--- config.mk ---
export PLATFORM = sky130hd
export DESIGN_NAME = hazard_scoreboard_unit
export DESIGN_NICKNAME = d
export VERILOG_FILES = /design/src/rtl/hazard_scoreboard_unit.sv
export SDC_FILE = /design/constraint.sdc
export NUM_CORES = 1
export LEC_CHECK = 0
export ABC_CLOCK_PERIOD_IN_PS = 1900
export CORE_ASPECT_RATIO = 1.4
export CORE_MARGIN = 4
export CORE_UTILIZATION = 34
export DETAILED_ROUTE_END_ITERATION = 8
export HOLD_SLACK_MARGIN = 0.03
export PLACE_DENSITY = 0.8
export SLEW_MARGIN = 20
export SYNTH_ARGS = -nofsm -noshare
export SYNTH_HDL_FRONTEND = slang
export SYNTH_SLANG_ARGS = --single-unit
--- constraint.sdc ---
create_clock -name clk -period 1.9 [get_ports clk]
set_input_delay 0.38 -clock clk [delete_from_list [all_inputs] [get_ports clk]]
set_output_delay 0.38 -clock clk [all_outputs]
set_load 0.1 [all_outputs]
--- src/rtl/hazard_scoreboard_unit.sv ---
// hazard_scoreboard_unit
// Hazard controller for the 5-stage RISC-V core. It provides M/W operand
// forwarding, load-use stall/flush, and a scoreboard for one fixed-latency
// long-operation unit (RAW/WAW/structural). It also freezes the whole pipe
// while data memory waits.
// Ports:
//   clk, reset                 clock, asynchronous active-high reset
//   Rs1D/Rs2D/RdD, RegWriteD, LongOpD                       decode-stage info
//   Rs1E/Rs2E/RdE, RegWriteE, ResultSrcE0, LongOpE, PCSrcE  execute-stage info
//   RdM/RegWriteM, RdW/RegWriteW                            M/W destinations
//   MemStallM                  data memory not ready
//   ForwardAE/ForwardBE        00 RF, 01 W result, 10 M ALU result
//   StallF..StallW, FlushD/E   stage enables and bubbles
//   LongWrEn/LongRdW           long-unit write-back strobe and destination
module hazard_scoreboard_unit #(
  parameter int unsigned REG_AW     = 5,
  parameter int unsigned LONG_LAT   = 4,
  parameter int unsigned FORWARD_EN = 1
) (
  input  logic              clk,
  input  logic              reset,
  input  logic [REG_AW-1:0] Rs1D,
  input  logic [REG_AW-1:0] Rs2D,
  input  logic [REG_AW-1:0] RdD,
  input  logic              RegWriteD,
  input  logic              LongOpD,
  input  logic [REG_AW-1:0] Rs1E,
  input  logic [REG_AW-1:0] Rs2E,
  input  logic [REG_AW-1:0] RdE,
  input  logic              RegWriteE,
  input  logic              ResultSrcE0,
  input  logic              LongOpE,
  input  logic              PCSrcE,
  input  logic [REG_AW-1:0] RdM,
  input  logic              RegWriteM,
  input  logic [REG_AW-1:0] RdW,
  input  logic              RegWriteW,
  input  logic              MemStallM,
  output logic [1:0]        ForwardAE,
  output logic [1:0]        ForwardBE,
  output logic              StallF,
  output logic              StallD,
  output logic              StallE,
  output logic              StallM,
  output logic              StallW,
  output logic              FlushD,
  output logic              FlushE,
  output logic              LongWrEn,
  output logic [REG_AW-1:0] LongRdW
);

  localparam int unsigned CNT_W = $clog2(LONG_LAT + 1);

  logic [CNT_W-1:0]  cnt_q, cnt_d;
  logic [REG_AW-1:0] pend_rd_q, pend_rd_d;
  logic              issue, busy;
  logic              lw_stall, sb_stall, raw_stall, d_stall;

  // Register match with write enable; x0 never matches.
  function automatic logic hit(input logic [REG_AW-1:0] a,
                               input logic [REG_AW-1:0] b,
                               input logic              en);
    return en && (a != '0) && (a == b);
  endfunction

  // Bypass select for one E-stage source; M has priority over W.
  function automatic logic [1:0] fwd_sel(input logic [REG_AW-1:0] rs,
                                         input logic [REG_AW-1:0] rd_m,
                                         input logic              we_m,
                                         input logic [REG_AW-1:0] rd_w,
                                         input logic              we_w);
    if (hit(rs, rd_m, we_m))      return 2'b10;
    else if (hit(rs, rd_w, we_w)) return 2'b01;
    else                          return 2'b00;
  endfunction

  // Scoreboard state register.
  always_ff @(posedge clk or posedge reset) begin
    if (reset) begin
      cnt_q     <= '0;
      pend_rd_q <= '0;
    end else begin
      cnt_q     <= cnt_d;
      pend_rd_q <= pend_rd_d;
    end
  end

  // Scoreboard next state: issue reloads, otherwise count down to zero
  // regardless of the memory freeze.
  always_comb begin
    cnt_d     = cnt_q;
    pend_rd_d = pend_rd_q;
    if (issue) begin
      cnt_d     = CNT_W'(LONG_LAT);
      pend_rd_d = RdE;
    end else if (cnt_q != '0) begin
      cnt_d = cnt_q - CNT_W'(1);
    end
  end

  assign issue    = LongOpE & ~MemStallM;
  assign busy     = cnt_q > CNT_W'(1);
  assign LongWrEn = (cnt_q == CNT_W'(1));
  assign LongRdW  = pend_rd_q;

  // Hazard detection and stage control.
  always_comb begin
    ForwardAE = 2'b00;
    ForwardBE = 2'b00;
    raw_stall = 1'b0;
    StallF    = 1'b0;
    StallD    = 1'b0;
    StallE    = 1'b0;
    StallM    = 1'b0;
    StallW    = 1'b0;
    FlushD    = 1'b0;
    FlushE    = 1'b0;

    if (FORWARD_EN != 0) begin
      ForwardAE = fwd_sel(Rs1E, RdM, RegWriteM, RdW, RegWriteW);
      ForwardBE = fwd_sel(Rs2E, RdM, RegWriteM, RdW, RegWriteW);
    end else begin
      raw_stall = hit(Rs1D, RdE, RegWriteE) | hit(Rs1D, RdM, RegWriteM) |
                  hit(Rs1D, RdW, RegWriteW) | hit(Rs2D, RdE, RegWriteE) |
                  hit(Rs2D, RdM, RegWriteM) | hit(Rs2D, RdW, RegWriteW);
    end

    lw_stall = ResultSrcE0 & (hit(Rs1D, RdE, RegWriteE) | hit(Rs2D, RdE, RegWriteE));

    // RAW/WAW against the pending long result, against a long op issuing
    // now, and the single-unit structural hazard.
    sb_stall = (busy & (hit(Rs1D, pend_rd_q, 1'b1) | hit(Rs2D, pend_rd_q, 1'b1) |
                        hit(RdD, pend_rd_q, RegWriteD))) |
               (issue & (hit(Rs1D, RdE, 1'b1) | hit(Rs2D, RdE, 1'b1) |
                         hit(RdD, RdE, 1'b1))) |
               (LongOpD & (busy | issue));

    d_stall = lw_stall | sb_stall | raw_stall;

    if (MemStallM) begin
      StallF = 1'b1;
      StallD = 1'b1;
      StallE = 1'b1;
      StallM = 1'b1;
      StallW = 1'b1;
    end else begin
      StallF = d_stall;
      StallD = d_stall;
      FlushD = PCSrcE;
      FlushE = d_stall | PCSrcE;
    end
  end

endmodule

[After elaboration in Yosys (flattened, before gate mapping)]
Index checks and enable logic that the tools add are counted.
Operators by class
  eq/ne operators: 11
  add/sub/neg operators: 1
  magnitude comparators: 1
  reduce and logical (&&, ||, !) cells: 26
  bitwise operators: 16
  multiplexer cells: 10
Operators with widths (count)
  equality test 5 bit: 10
  nonzero test 5 bit: 5
  logical AND 1 bit: 19
  bitwise OR 1 bit: 10
  two-way mux 1 bit: 6
  two-way mux 3 bit: 2
  AND 1 bit: 5
  two-way mux 2 bit: 2
  equality test 3 x 1 -> 1 bit, second input constant: 1
  > comparator 3 x 1 -> 1 bit, second input constant: 1
  nonzero test 3 bit: 1
  subtractor 3 x 1 -> 3 bit, second input constant: 1
  nonzero test 2 bit: 1
  NOT 1 bit: 1
Storage, ports and cells
  register bits: 8
  logic and storage cells: 67

[Longest topological paths before layout]
Gate-level depths: netlist of run 1.
  depth after elaboration: 10
  gate-level depth with buffers: 8

[Worst setup path after synthesis of run 1]
OpenSTA, ideal clock, no wires.
  path type: input to output
  start point: in Rs1E[0]
  end point: out ForwardAE[0]
  slack: -3.957 ns
  required time: 1.520 ns
  cell stages on the path: 4
  arrival: 5.477 ns
  buffers on the path: 0
  cell sequence: xnor2_1 -> nand4_1 -> nor4_1 -> nor4_1
Between the ends
  longest elaborated chain between the ends: 5
Ends and longest elaborated chain
  from (decl): line 27  | input logic [REG_AW-1:0] Rs1E,
  nonzero test 5 bit: line 63  | return en && (a != '0) && (a == b);
  logical AND 1 bit (2 in a row): line 63
  two-way mux 1 bit: line 73  | else if (hit(rs, rd_w, we_w)) return 2'b01;
  two-way mux 2 bit (*): line 72  | if (hit(rs, rd_m, we_m)) return 2'b10;
  to (decl): line 39  | output logic [1:0] ForwardAE,
Every way passes the cells marked *; elsewhere a longest branch is shown, timed or not.

[Worst setup path after layout of run 1]
  start point: in LongOpE
  end point: out FlushE
Between the ends
  longest elaborated chain between the ends: 7
Ends and longest elaborated chain
  from (decl): line 32  | input logic LongOpE,
  AND 1 bit (*): line 101  | assign issue = LongOpE & ~MemStallM;
  AND 1 bit or bitwise OR 1 bit (tied branches): line 134, 136
  bitwise OR 1 bit or AND 1 bit (tied branches): line 133, 136
  bitwise OR 1 bit (*): line 135  | hit(RdD, RdE, 1'b1))) |
  bitwise OR 1 bit (*): line 138  | d_stall = lw_stall | sb_stall | raw_stall;
  bitwise OR 1 bit (*): line 150  | FlushE = d_stall | PCSrcE;
  two-way mux 1 bit (*): line 140  | if (MemStallM) begin
  to (decl): line 47  | output logic FlushE,
Marked as above.

==> run metrics, run 1 <==
sequential share of the synthesized area=18.16%; clock tree sinks=8; design area=2665 sq um; Vias=1483; top cell type's share of synthesized area=29.40%; outcome=complete, but fails checks; Clock Pin Slew Worst Setup and Hold Paths=0.04 ns; vias in the first global route=1669; antenna viol nets, final=0; Reg2Reg Setup Slack=0.64 ns; failing checks=setup timing; post-place instance area=2440 sq um; minimum clock period=2.357 ns; layout cells sized above 1=59.76%; Final HPWL DP=4088 um; switching share of total power=47.02%; Max-cap violations=0; Synth Register Bits=8; Worst-Margin Slew=0.3293 ns; gp weighted congestion=0.9107; combinational share of power=72.6%; Post-synth EDFFs=0; DIE AREA=4230 sq um; R2R cell count=6; critical path endpoint category=output pin; net total in the final layout=301; max_slew headroom=78.02%; top post-synthesis cells by area=xnor2_1 (29%), dfrtp_1 (18%), xor2_1 (11%); critical path fanouts, max=2; dpl ws=-0.7636 ns; sequential share of power=15.3%; RSZ-0062 raised after global routing=true; Critical Path AT=1.98 ns; Rows=24; drt first-iter violations=27; Min-Delay Path Class=in -> async; crit path launch type=input port; core area=3123 sq um; WL final=5677 um; maximum VDD drop=885.6 uV; Final Hold Fails=0; Critical Path RT=1.52 ns; CTS tree=built; worst r2r src=cnt_q[0]; Pint=985.4 uW; Slew Viols, Final=0; clk_skew=0.00007735 ns; Netlist Area Pre-Place=1102 sq um; Pleak=1.111 nW; clk_lat worst skew=0.24 ns; Remaining DRCs=0; largest net degree at the start of global routing=9; Vias per Instance=5.204; Horiz. Die Dim=56.12 um; Max clock buf depth=2; Most used DFF post-synth=dfrtp_1; Num CTS Buffers=3; Layout area overhead=141.8%; H-tree levels=1; num ports=68; commonest non-fill, non-tap cell in the layout=buf_4; WL/cell=19.92 um; final worst-path cycle share=124.1%; Crit Path Class=in -> out; Synth warnings=0; clock root buffer=clkbuf_8; first-pass GRT wire length=8266 um; Synth area leader=xnor2_1; total gr overflow=0; First-pass DRT Iterations=4; PortBufs=67; Netlist cell types=26; hold slack=0.4199 ns; Max Fclk=424.2 MHz; most frequent cells in the layout=buf_4 (48), xnor2_1 (30), buf_12 (17); Final setup viols=7; power per cell area=698.0 nW/um^2; P_sw=874.7 uW; Starting Density=35.30%; Total GRT Usage=25.71%; chip height=75.37 um; Reg-to-Reg End=cnt_q[0]; Clk pwr share=12.1%; final worst slack=-0.4574 ns; post-synth net total=181; Synth Instances=127; Avg Inst Size Synth=8.680 sq um; asr flop ratio synth=100.0%; ANT cells=0; initial antenna violation count=0
[worst max-delay path, stage by stage]
cell             delay (ns)
clkdlybuf4s50_1        0.47
nor2b_2                0.17
nand2_1                0.10
o31ai_2                0.30
nor2_1                 0.12
a31oi_4                0.23
buf_12                 0.20
[worst max-delay path by stage]
stage,startpoint,end,slack [ns],depth (start not counted)
global placement,Rs1D[1],StallD,-0.74,8
floorplan,Rs1E[1],ForwardAE[0],-0.81,4
CTS,Rs1D[4],StallF,-0.43,8
detailed placement,Rs2D[1],StallF,-0.76,8
global route,LongRdW[3],FlushE,-0.55,7
finish,LongOpE,FlushE,-0.46,7
[flip-flops by register name, summed over array words and instances, names as in the netlist]
name,count
LongRdW,5
cnt_q,3
[power by group through the flow]
stage / clock (mW) / combinational (mW) / sequential (mW)
after global placement: 0 / 1.21 / 0.273
after detailed placement: 0 / 1.26 / 0.279
after global routing: 0.243 / 1.42 / 0.291
after floorplan: 0 / 0.558 / 0.399
after CTS: 0.233 / 1.30 / 0.279
final: 0.225 / 1.35 / 0.285
[logic make-up after synthesis]
logic type               count (synthesis)  synth area share, %
adder cells (fa/ha/maj)                  3                3.406
XOR/XNOR                                51                40.52
AND/OR/NAND/NOR                         41                21.11
AO/OA/AOI/OAI                           10                7.265
buffers and inverters                    9                4.426
multiplexers                             5                5.107
flip-flops                               8                18.16
[timing repair]
item                                    4_1_cts  5_1_grt
hold buffers                                  0        0
gates cloned                                  0        0
setup buffers                                 9        4
endpoints found under the setup margin        7        7
pin swaps                                    37       24
endpoints found under the hold margin         0        0
resized for setup                           136       19
[per-stage QoR]
step / instances / utilization [%] / setup TNS, ns / power, mW
global placement: 272 / 78.13 / -4.273 / 1.484
global route: 285 / 85.34 / -2.255 / 1.953
detailed placement: 272 / 78.13 / -4.508 / 1.534
finish: 285 / 85.34 / -1.816 / 1.860
floorplan: 127 / - / -3.675 / 0.9568
CTS: 282 / 82.93 / -1.826 / 1.810
[Yosys cell counts (4+ instances only)]
cell / instances
xnor2_1: 37
xor2_1: 14
nor4_1: 9
dfrtp_1: 8
nor2_1: 8
nand4_1: 6
mux2_2: 5
nand3_1: 5
buf_4: 4
inv_1: 4
or4_1: 4
[metal layers]
metal  GRT usage [%]  wire (um)  share of wire [%]
met2           53.97       3278                 58
met1           23.68       1865                 33
met5               0          0                  0
met3           3.220        250                4.4
met4           14.25        283                5.0
[cell type report]
type                    count  area, sq um
repair buffers            120         1189
multi-input cells         110         1161
fillers                   179        457.9
flip-flops and latches      8        206.4
well taps                  39        48.80
clock buffers               4        45.04
inverters                   4        15.01
(Power assumes the default switching activity.)
==> inputs of run 2 (changes only) <==
- REMOVE_ABC_BUFFERS: default -> 1
==> run metrics, run 2 (synthesis gave the netlist of run 1 again) <==
drt first-iter violations=35 (+30%); layout cells sized above 1=59.84% (+0.083 points); P_sw=829.1 uW (-5.2%); max_slew headroom=76.82% (-1.2 points); most frequent cells in the layout=buf_4 (51), xnor2_1 (27), buf_12 (17); Rows=24 (unchanged); Vias=1464 (-1.3%); minimum clock period=2.354 ns (-0.003022 ns); dpl ws=-0.8088 ns (-0.04521 ns); Max-cap violations=0 (unchanged); Pleak=1.134 nW (+2.0%); vias in the first global route=1772 (+6.2%); Final setup viols=7 (unchanged); setup TNS=-2.131 ns (-0.3151 ns); gp weighted congestion=0.9253 (+1.6%); antenna viol nets, final=0 (unchanged); DIE AREA=4230 sq um (unchanged); maximum VDD drop=955.1 uV (+7.8%); H-tree levels=1 (unchanged); Remaining DRCs=0 (unchanged); worst r2r src=cnt_q[0]; power per cell area=680.7 nW/um^2 (-2.5%); Clk pwr share=11.2% (-0.9 points); Critical Path RT=1.52 ns (about the same); combinational share of power=73.0% (+0.4 points); initial antenna violation count=0 (unchanged); Fillers=158 (-12%); Crit Path Class=in -> out; CP max stage delay=0.54 ns (+0.07 ns); Reg2Reg Setup Slack=0.57 ns (-0.07 ns); clk_lat worst skew=0.23 ns (about the same); Clock Pin Slew Worst Setup and Hold Paths=0.04 ns (about the same); WL final=5243 um (-7.6%); Slew Viols, Final=0 (unchanged); chip height=75.37 um (unchanged); Critical Path AT=1.97 ns (about the same); CTS tree=built; crit path launch type=input port; First-pass DRT Iterations=4 (unchanged); Max Fclk=424.7 MHz (+0.13%); hold_buf cts=0 (unchanged); R2R cell count=6 (unchanged); Max clock buf depth=2 (unchanged); CP max-delay cell=or4_4; Final HPWL DP=3886 um (-4.9%); Num CTS Buffers=3 (unchanged); sequential share of power=15.7% (+0.4 points); failing checks=setup timing; core area=3123 sq um (unchanged); largest net degree at the start of global routing=9 (unchanged); outcome=complete, but fails checks; clk_skew=0.0001587 ns (+0.00008130 ns); CP cell instances=buf_6 > or4_4 > nor2_4 > nor4_4 > o32ai_2 > nand3_2 > buf_12; design area=2644 sq um (-0.80%); commonest non-fill, non-tap cell in the layout=buf_4; max reg flops=5 (unchanged); Layout area overhead=139.8%; final worst slack=-0.4544 ns (+0.003022 ns); net total in the final layout=305 (+1.3%); final worst-path cycle share=123.9% (-0.16 points); Total GRT Usage=25.82% (+0.11 points); num ports=68 (unchanged); critical path endpoint category=output pin; PortBufs=67 (unchanged); switching share of total power=46.07% (-0.95 points); clock tree sinks=8 (unchanged); critical path fanouts, max=2 (unchanged); first-pass GRT wire length=8383 um (+1.4%); total gr overflow=0 (unchanged); Min-Delay Path Class=in -> async; Pint=970.5 uW (-1.5%); Horiz. Die Dim=56.12 um (unchanged); Vias per Instance=5.083 (-2.3%); Reg-to-Reg End=cnt_q[1]; Starting Density=35.30% (unchanged); Final Hold Fails=0 (unchanged); post-place instance area=2296 sq um (-5.9%); Worst-Margin Slew=0.3465 ns (+0.01716 ns); Total Power=1.800 mW (-3.3%); clock root buffer=clkbuf_8; WL/cell=18.20 um (-8.6%); RSZ-0062 raised after global routing=true; ANT cells=0 (unchanged)
## run 2: cell count changes in the layout (fill, tap and decap cells not counted), moves of 3 or more
cell | previous run | this run
buf_4 | 48 | 51
nor4_2 | 2 | 6
nor4_4 | 7 | 3
xnor2_1 | 30 | 27
xnor2_2 | 7 | 10
## run 2: per-layer routing
layer	global-route usage, %	vias to the layer above	wire length (um)
li1	-	689	-
met1	24.19	679	1696
met2	53.58	75	2974
met3	4.068	21	326
met4	13.19	0	246
met5	0	-	0
## run 2: how the worst max path moves through the flow
stage / start / end / slack [ns]
after global routing: LongOpE / StallF / -0.53
after floorplan: Rs1E[0] / ForwardAE[0] / -3.96
after detailed placement: Rs1D[1] / StallD / -0.81
final: Rs1D[4] / StallF / -0.45
after global placement: Rs1E[4] / ForwardAE[0] / -0.79
after CTS: Rs2D[4] / StallD / -0.41
## run 2: power groups by stage
stage | Clock, mW | Combinational (mW) | Sequential (mW)
floorplan | 0 | 0.478 | 0.393
global placement | 0 | 1.16 | 0.270
detailed placement | 0 | 1.20 | 0.275
CTS | 0.207 | 1.28 | 0.276
global route | 0.212 | 1.38 | 0.291
finish | 0.202 | 1.31 | 0.283
## run 2: cell type report
class / count / area [sq um] / area share, %
flip-flops and latches: 8 / 203.9 / 7.714
clock buffers: 3 / 41.29 / 1.562
multi-input cells: 110 / 1120 / 42.36
inverters: 4 / 15.01 / 0.5679
repair buffers: 124 / 1215 / 45.95
well taps: 39 / 48.80 / 1.846
## run 2: what timing repair did
item / 4_1_cts / 5_1_grt
pin swaps: 33 / 13
setup endpoints to repair: 7 / 7
endpoints found under the hold margin: 0 / 0
resized for setup: 163 / 11
gates cloned: 0 / 0
setup buffers: 11 / 2
## run 2: through the flow
| step | instances | utilization (%) | hold slack (ns) |
|---|---|---|---|
| 5_1_grt | 288 | 84.66 | 0.4375 |
| 4_1_cts | 286 | 83.41 | 0.4153 |
| 3_3_place_gp | 273 | 73.52 | 0.5740 |
| 2_1_floorplan | 122 | - | 0.1957 |
| 3_5_place_dp | 273 | 73.52 | 0.5939 |
| 6_report | 288 | 84.66 | 0.4069 |
## run 2: critical path: cells and delay by family
family                 cells  cell delay [ns]
AND/OR/NAND/NOR            4             0.92
AO/OA/AOI/OAI              1             0.36
buffers and inverters      2             0.31
